<file path="config.mk">
export PLATFORM = sky130hd
export DESIGN_NAME = spi_master_24_flat
export DESIGN_NICKNAME = d
export VERILOG_FILES = /design/src/rtl/spi_master_24_if.sv /design/src/rtl/spi_master_24.sv /design/src/flat_wrapper.sv
export SDC_FILE = /design/constraint.sdc
export NUM_CORES = 1
export LEC_CHECK = 0
export ABC_AREA = 1
export CAP_MARGIN = 20
export CORE_UTILIZATION = 30
export DETAILED_ROUTE_END_ITERATION = 8
export PLACE_DENSITY = 0.49
export SYNTH_ARGS = -nofsm -noshare
export SYNTH_HDL_FRONTEND = slang
export SYNTH_SLANG_ARGS = --single-unit
</file>
<file path="constraint.sdc">
create_clock -name clk -period 2.9 [get_ports clk]
set_input_delay 0.58 -clock clk [delete_from_list [all_inputs] [get_ports clk]]
set_output_delay 0.58 -clock clk [all_outputs]
set_load 0.01 [all_outputs]
</file>
<file path="src/rtl/spi_master_24_if.sv">
// spi_master_24_if
//   Command/handshake bundle between the process controller and one
//   spi_master_24 engine. Signal prefixes are from the engine's side.
//   i_start       command strobe, honoured only while o_ready=1
//   i_dir         0 = write only, 1 = write + read
//   i_data_tx     word to shift out (low i_data_depth bits used)
//   i_data_depth  bits per transaction
//   o_ready       engine idle and able to accept i_start
//   o_done        one-cycle pulse at transaction end
//   o_data_rx     captured read word, right-aligned
interface spi_master_24_if #(
    parameter int DATA_WIDTH = 24
) ();
    logic                  i_start;
    logic                  i_dir;
    logic [DATA_WIDTH-1:0] i_data_tx;
    logic [7:0]            i_data_depth;
    logic                  o_ready;
    logic                  o_done;
    logic [DATA_WIDTH-1:0] o_data_rx;

    // Controller side
    modport master (
        output i_start, i_dir, i_data_tx, i_data_depth,
        input  o_ready, o_done, o_data_rx
    );

    // Engine side
    modport slave (
        input  i_start, i_dir, i_data_tx, i_data_depth,
        output o_ready, o_done, o_data_rx
    );
endinterface

</file>
<file path="src/rtl/spi_master_24.sv">
// spi_master_24
//   Single-channel SPI write/read engine, mode 0, MSB first, with a
//   chip-select (LE) deassert gap after every word.
//   clk          system clock, rising edge
//   rst          asynchronous active-high reset
//   bus          command/handshake bundle (slave modport)
//   i_spi_miso   serial data from the device
//   o_spi_sclk   serial clock, idles low
//   o_spi_mosi   serial data to the device
//   o_spi_cs_n   chip select / LE, active low
//   Every phase (LOW, HIGH, HOLD, GAP) lasts CLK_DIV system clocks. All
//   outputs are registered copies of state-decoded values, so pins lag the
//   state register by one cycle.
module spi_master_24 #(
    parameter int CLK_DIV    = 4,
    parameter int DATA_WIDTH = 24
) (
    input  logic             clk,
    input  logic             rst,
    spi_master_24_if.slave   bus,
    input  logic             i_spi_miso,
    output logic             o_spi_sclk,
    output logic             o_spi_mosi,
    output logic             o_spi_cs_n
);
    localparam int         DIVW = (CLK_DIV > 1) ? $clog2(CLK_DIV) : 1;
    localparam logic [7:0] DW8  = 8'(DATA_WIDTH);

    typedef enum logic [2:0] {
        S_IDLE,
        S_LOW,
        S_HIGH,
        S_HOLD,
        S_GAP
    } state_t;

    state_t                r_state;
    state_t                w_state_next;

    logic [DIVW-1:0]       r_div;
    logic [DATA_WIDTH-1:0] r_sh;
    logic [DATA_WIDTH-1:0] r_rx;
    logic [7:0]            r_bits;
    logic                  r_dir;
    logic                  r_last_gap;

    logic                  r_ready;
    logic                  r_done;
    logic [DATA_WIDTH-1:0] r_data_rx;
    logic                  r_sclk;
    logic                  r_mosi;
    logic                  r_cs_n;

    logic                  w_div_last;
    logic [7:0]            w_depth_n;
    logic [DATA_WIDTH-1:0] w_tx_aligned;
    logic                  w_accept;

    logic                  w_ready;
    logic                  w_done;
    logic                  w_sclk;
    logic                  w_mosi;
    logic                  w_cs_n;
    logic                  w_rx_load;

    assign w_div_last   = (r_div == DIVW'(CLK_DIV - 1));
    assign w_depth_n    = (bus.i_data_depth > DW8) ? DW8 : bus.i_data_depth;
    assign w_tx_aligned = bus.i_data_tx << (DW8 - w_depth_n);
    // r_ready is only checked together with IDLE: it stays high for one
    // cycle after acceptance because it is a registered copy of the state.
    assign w_accept     = (r_state == S_IDLE) && r_ready && bus.i_start &&
                          (bus.i_data_depth != 8'd0);

    // State register
    always_ff @(posedge clk or posedge rst) begin
        if (rst) begin
            r_state <= S_IDLE;
        end else begin
            r_state <= w_state_next;
        end
    end

    // Next-state logic
    always_comb begin
        w_state_next = r_state;
        unique case (r_state)
            S_IDLE: if (w_accept)   w_state_next = S_LOW;
            S_LOW:  if (w_div_last) w_state_next = S_HIGH;
            S_HIGH: if (w_div_last) w_state_next = (r_bits > 8'd1) ? S_LOW : S_HOLD;
            S_HOLD: if (w_div_last) w_state_next = S_GAP;
            S_GAP:  if (w_div_last) w_state_next = S_IDLE;
            default:                w_state_next = S_IDLE;
        endcase
    end

    // Output decode; registered below
    always_comb begin
        w_ready   = (r_state == S_IDLE);
        // First cycle of IDLE after GAP
        w_done    = (r_state == S_IDLE) && r_last_gap;
        w_cs_n    = (r_state == S_IDLE) || (r_state == S_GAP);
        w_sclk    = (r_state == S_HIGH);
        w_mosi    = 1'b0;
        if ((r_state == S_LOW) || (r_state == S_HIGH) || (r_state == S_HOLD)) begin
            w_mosi = r_sh[DATA_WIDTH-1];
        end
        w_rx_load = w_done && r_dir;
    end

    // Phase divider, shift registers and transaction context
    always_ff @(posedge clk or posedge rst) begin
        if (rst) begin
            r_div      <= '0;
            r_sh       <= '0;
            r_rx       <= '0;
            r_bits     <= '0;
            r_dir      <= 1'b0;
            r_last_gap <= 1'b0;
        end else begin
            r_last_gap <= (r_state == S_GAP);

            if ((r_state == S_IDLE) || w_div_last) begin
                r_div <= '0;
            end else begin
                r_div <= r_div + 1'b1;
            end

            if (w_accept) begin
                r_sh   <= w_tx_aligned;
                r_rx   <= '0;
                r_bits <= w_depth_n;
                r_dir  <= bus.i_dir;
            end

            // MISO is taken as LOW ends; the device has had the whole low
            // phase to settle the bit.
            if ((r_state == S_LOW) && w_div_last) begin
                r_rx <= {r_rx[DATA_WIDTH-2:0], i_spi_miso};
            end

            if ((r_state == S_HIGH) && w_div_last && (r_bits > 8'd1)) begin
                r_sh   <= r_sh << 1;
                r_bits <= r_bits - 8'd1;
            end
        end
    end

    // Output registers
    always_ff @(posedge clk or posedge rst) begin
        if (rst) begin
            r_ready   <= 1'b0;
            r_done    <= 1'b0;
            r_data_rx <= '0;
            r_sclk    <= 1'b0;
            r_mosi    <= 1'b0;
            r_cs_n    <= 1'b1;
        end else begin
            r_ready <= w_ready;
            r_done  <= w_done;
            r_sclk  <= w_sclk;
            r_mosi  <= w_mosi;
            r_cs_n  <= w_cs_n;
            if (w_rx_load) begin
                r_data_rx <= r_rx;
            end
        end
    end

    assign bus.o_ready   = r_ready;
    assign bus.o_done    = r_done;
    assign bus.o_data_rx = r_data_rx;
    assign o_spi_sclk    = r_sclk;
    assign o_spi_mosi    = r_mosi;
    assign o_spi_cs_n    = r_cs_n;
endmodule

</file>
<file path="src/flat_wrapper.sv">
// flat-port wrapper written by rule: the top's interface ports become plain ports
module spi_master_24_flat 
#(
    parameter int CLK_DIV    = 4,
    parameter int DATA_WIDTH = 24
)
  (clk, rst, i_spi_miso, o_spi_sclk, o_spi_mosi, o_spi_cs_n, bus_i_start, bus_i_dir, bus_i_data_tx, bus_i_data_depth, bus_o_ready, bus_o_done, bus_o_data_rx);
  spi_master_24_if #(.DATA_WIDTH(DATA_WIDTH)) bus_i ();
  input  logic clk;
  input  logic rst;
  input  logic i_spi_miso;
  output logic o_spi_sclk;
  output logic o_spi_mosi;
  output logic o_spi_cs_n;
  input wire logic [$bits(bus_i.i_start)-1:0] bus_i_start;
  input wire logic [$bits(bus_i.i_dir)-1:0] bus_i_dir;
  input wire logic [$bits(bus_i.i_data_tx)-1:0] bus_i_data_tx;
  input wire logic [$bits(bus_i.i_data_depth)-1:0] bus_i_data_depth;
  output wire logic [$bits(bus_i.o_ready)-1:0] bus_o_ready;
  output wire logic [$bits(bus_i.o_done)-1:0] bus_o_done;
  output wire logic [$bits(bus_i.o_data_rx)-1:0] bus_o_data_rx;
  assign bus_i.i_start = bus_i_start;
  assign bus_i.i_dir = bus_i_dir;
  assign bus_i.i_data_tx = bus_i_data_tx;
  assign bus_i.i_data_depth = bus_i_data_depth;
  assign bus_o_ready = bus_i.o_ready;
  assign bus_o_done = bus_i.o_done;
  assign bus_o_data_rx = bus_i.o_data_rx;
  spi_master_24 #(.CLK_DIV(CLK_DIV), .DATA_WIDTH(DATA_WIDTH)) u_core (.clk(clk), .rst(rst), .bus(bus_i), .i_spi_miso(i_spi_miso), .o_spi_sclk(o_spi_sclk), .o_spi_mosi(o_spi_mosi), .o_spi_cs_n(o_spi_cs_n));
endmodule
</file>
==> results.yml <==
status:
  status: "completed"
setup_path:
  worst-setup-path-type: "in -> reg"
  endpoint_kind: "flop"
  crit_start: "bus_i_data_depth[6]"
  arrival_ns: 2.85
  r2r_end: "u_core.r_rx[0]"
  start_kind: "input pin"
  worstReg2RegStart: "u_core.r_state[2]"
  crit_end: "u_core.r_sh[22]"
  reg2reg_setup_slack_ns: 0.71
  worstRegToRegCells: 8
  critical_path_required_ns: 3.13
  critPathMaxFanout: 16
drt:
  drtIter0Drc: 212
  drt-pass1-iter-count: 4
  drc: 0
  vias: 4628
  vias_per_cell: 4.742
  routed_wl_microns: 12570
  wl_per_cell_microns: 12.87
  ant_nets: 0
sta:
  setup_viol_count_final: 0
  rsz0062_at_grt: "false"
  relSlewSlack: 0.4385
  fmax_mhz: 381.6
  maxSlewViolCount: 0
  min_period_ns: 2.621
  fin_crit_sh: 0.9036
  hold_viol: 0
  finalSetupTns_ns: 0
  fin_worst_skew_ns: 0.005450
  worst_slew_pin_slew_ns: 0.8400
grt:
  grt_overflow: 0
  grt_max_degree: 50
  track_usage: 0.1510
  grt_pass1_vias: 4547
  antenna_found_initial: 0
  grt_pass1_wl_microns: 21700
pwr:
  ir_drop_uv: 349.4
  p_per_area_nw_per_um2: 767.0
  p_leak_uw: 0.003056
synth:
  yosysMostFrequentCell: "nand2_1"
  async_flop_share: 1.000
  syn_area_sq_um: 5207
  ys_warn_count: 0
  synthDominantCellAreaShare: 0.4373
  synth_common_cells: "nand2_1, dfrtp_1, nand3_1"
  synth_top_area_cell: "dfrtp_1"
  yosysSeqAreaShare: 0.4423
  syn_nets: 722
  ys.flop_type: "dfrtp_1"
  synth_area_leaders: "dfrtp_1, nand2_1, nand3_1"
  synth-edff-count: 0
  synth_cell_types: 42
  synth_cells: 681
  synth-seq-cells: 92
  syn_avg_cell_area_sq_um: 7.647
final_layout:
  final_util: 0.3858
  syn_to_final_growth_pct: 24.17
  multi_input_area_sq_um: 2367
  register_area_sq_um: 2303
  diodes: 0
  design_area_sq_um: 6466
  nFillCells: 1761
  nets: 792
  layout-drive-gt1-share: 0.1071
place:
  placed_cell_area_sq_um: 6165
  gp_congestion: 0.8197
  hpwl_microns: 9602
  port_buffers: 65
cts:
  clock-sinks: 92
  clockBufferDepth: 2
  cts_setup_buffers: 0
  cts_max_level: 3
  clk_pin_slew_worst_paths_ns: 0.06
  holdBufCountCts: 0
  cts_buffers: 9
  cts_tree: "built"
  clk_latency_ns: 0.34
  cts_resized: 0
  cts-root-buf: "clkbuf_16"
flow_run:
  drv_cap: 0
die:
  die_w_microns: 133.8
  start_util: 0.3107
  io_pins: 66
  core_region_area_sq_um: 16760
  fp.dieH_microns: 133.8
  die_area_sq_um: 17890
  fp-row-count: 47
hold_path:
  min_path_type: "reg -> reg"
[stage by stage]
stage               cells  setup slack [ns]  hold slack [ns]  total power, uW
floorplan             681            0.4589           0.4090             3231
global placement      960          -0.06342           0.4207             3795
detailed placement    960          -0.07914           0.4294             3832
CTS                   976            0.2802           0.4381             5030
global route          976           0.03639           0.4559             5364
finish                976            0.2795           0.4359             4960
[kinds of logic after synthesis]
logic type / Yosys count / synth area share
buffers and inverters: 112 / 0.1031
adder cells (fa/ha/maj): 4 / 0.009611
flip-flops: 92 / 0.4423
AND/OR/NAND/NOR: 359 / 0.3051
AO/OA/AOI/OAI: 112 / 0.1360
multiplexers: 2 / 0.003844
[cell usage in the layout, fill, tap and decap left out, types with 4 or more instances in the layout]
master	count
clkdlybuf4s50_1	65
o221ai_1	8
a21oi_1	8
nand2_2	7
inv_2	5
nand3_1	88
buf_12	4
nand2_1	224
o21ai_0	39
nor2_1	18
nand4_1	4
dfrtp_1	91
buf_4	24
ha_1	4
clkbuf_16	9
inv_1	66
o21ai_1	5
o22ai_1	29
o211ai_1	11
nand2_4	7
[worst min path at each step]
| stage | startpoint | endpoint | slack, ns | cells after the start |
|---|---|---|---|---|
| after floorplan | u_core.r_div[0] | u_core.r_div[0] | 0.41 | 1 |
| after global placement | u_core.r_div[0] | u_core.r_div[0] | 0.42 | 1 |
| after detailed placement | u_core.r_div[0] | u_core.r_div[0] | 0.43 | 1 |
| after CTS | u_core.r_div[0] | u_core.r_div[0] | 0.44 | 1 |
| after global routing | u_core.r_div[0] | u_core.r_div[0] | 0.46 | 1 |
| final | u_core.r_div[0] | u_core.r_div[0] | 0.44 | 1 |
[worst max-delay path, stage by stage]
cell and delay [ns]:
clkdlybuf4s50_1 0.44, nor2_4 0.16, nand3_4 0.08, inv_2 0.06
nand2_1 0.06, ha_1 0.21, inv_1 0.13, nand2_4 0.15
buf_4 0.20, nand2_1 0.08, nand2_1 0.06, nand3_1 0.12
nand3_1 0.08, nand2_1 0.11, nand2_1 0.07, nand3_1 0.08
nand2_1 0.07, nand2_1 0.06, nand2_1 0.04
[metal layers]
layer  up-vias  track usage  part of all wire
met1      2185       0.1989              0.47
met4         0      0.03535             0.010
li1       2373            -                 -
met2        59       0.2513              0.48
met5         -            0                 0
met3        11      0.03272             0.032
[layout make-up]
type / count / share of cell area
multi-input combinational: 477 / 0.3661
tap: 220 / 0.04257
clock inverter: 6 / 0.01122
clock buffer: 10 / 0.03541
timing repair buffer: 93 / 0.1409
inverter: 78 / 0.04760
sequential: 92 / 0.3562
[power breakdown]
| part | internal (uW) | total, uW | switching, uW |
|---|---|---|---|
| Clock | 677 | 1170 | 495 |
| Sequential | 1780 | 1990 | 212 |
| Combinational | 754 | 1800 | 1050 |
| Total | 3210 | 4960 | 1750 |
[sequential cells by signal, indices dropped and copies added, names as in the netlist, 2 cells and up]
name and flops:
u_core.r_rx 24, u_core.bus.o_data_rx 24, u_core.r_sh 24, u_core.r_state 3
u_core.r_div 2, u_core.r_bits 8
No activity file was read; power rests on OpenSTA's default activity.
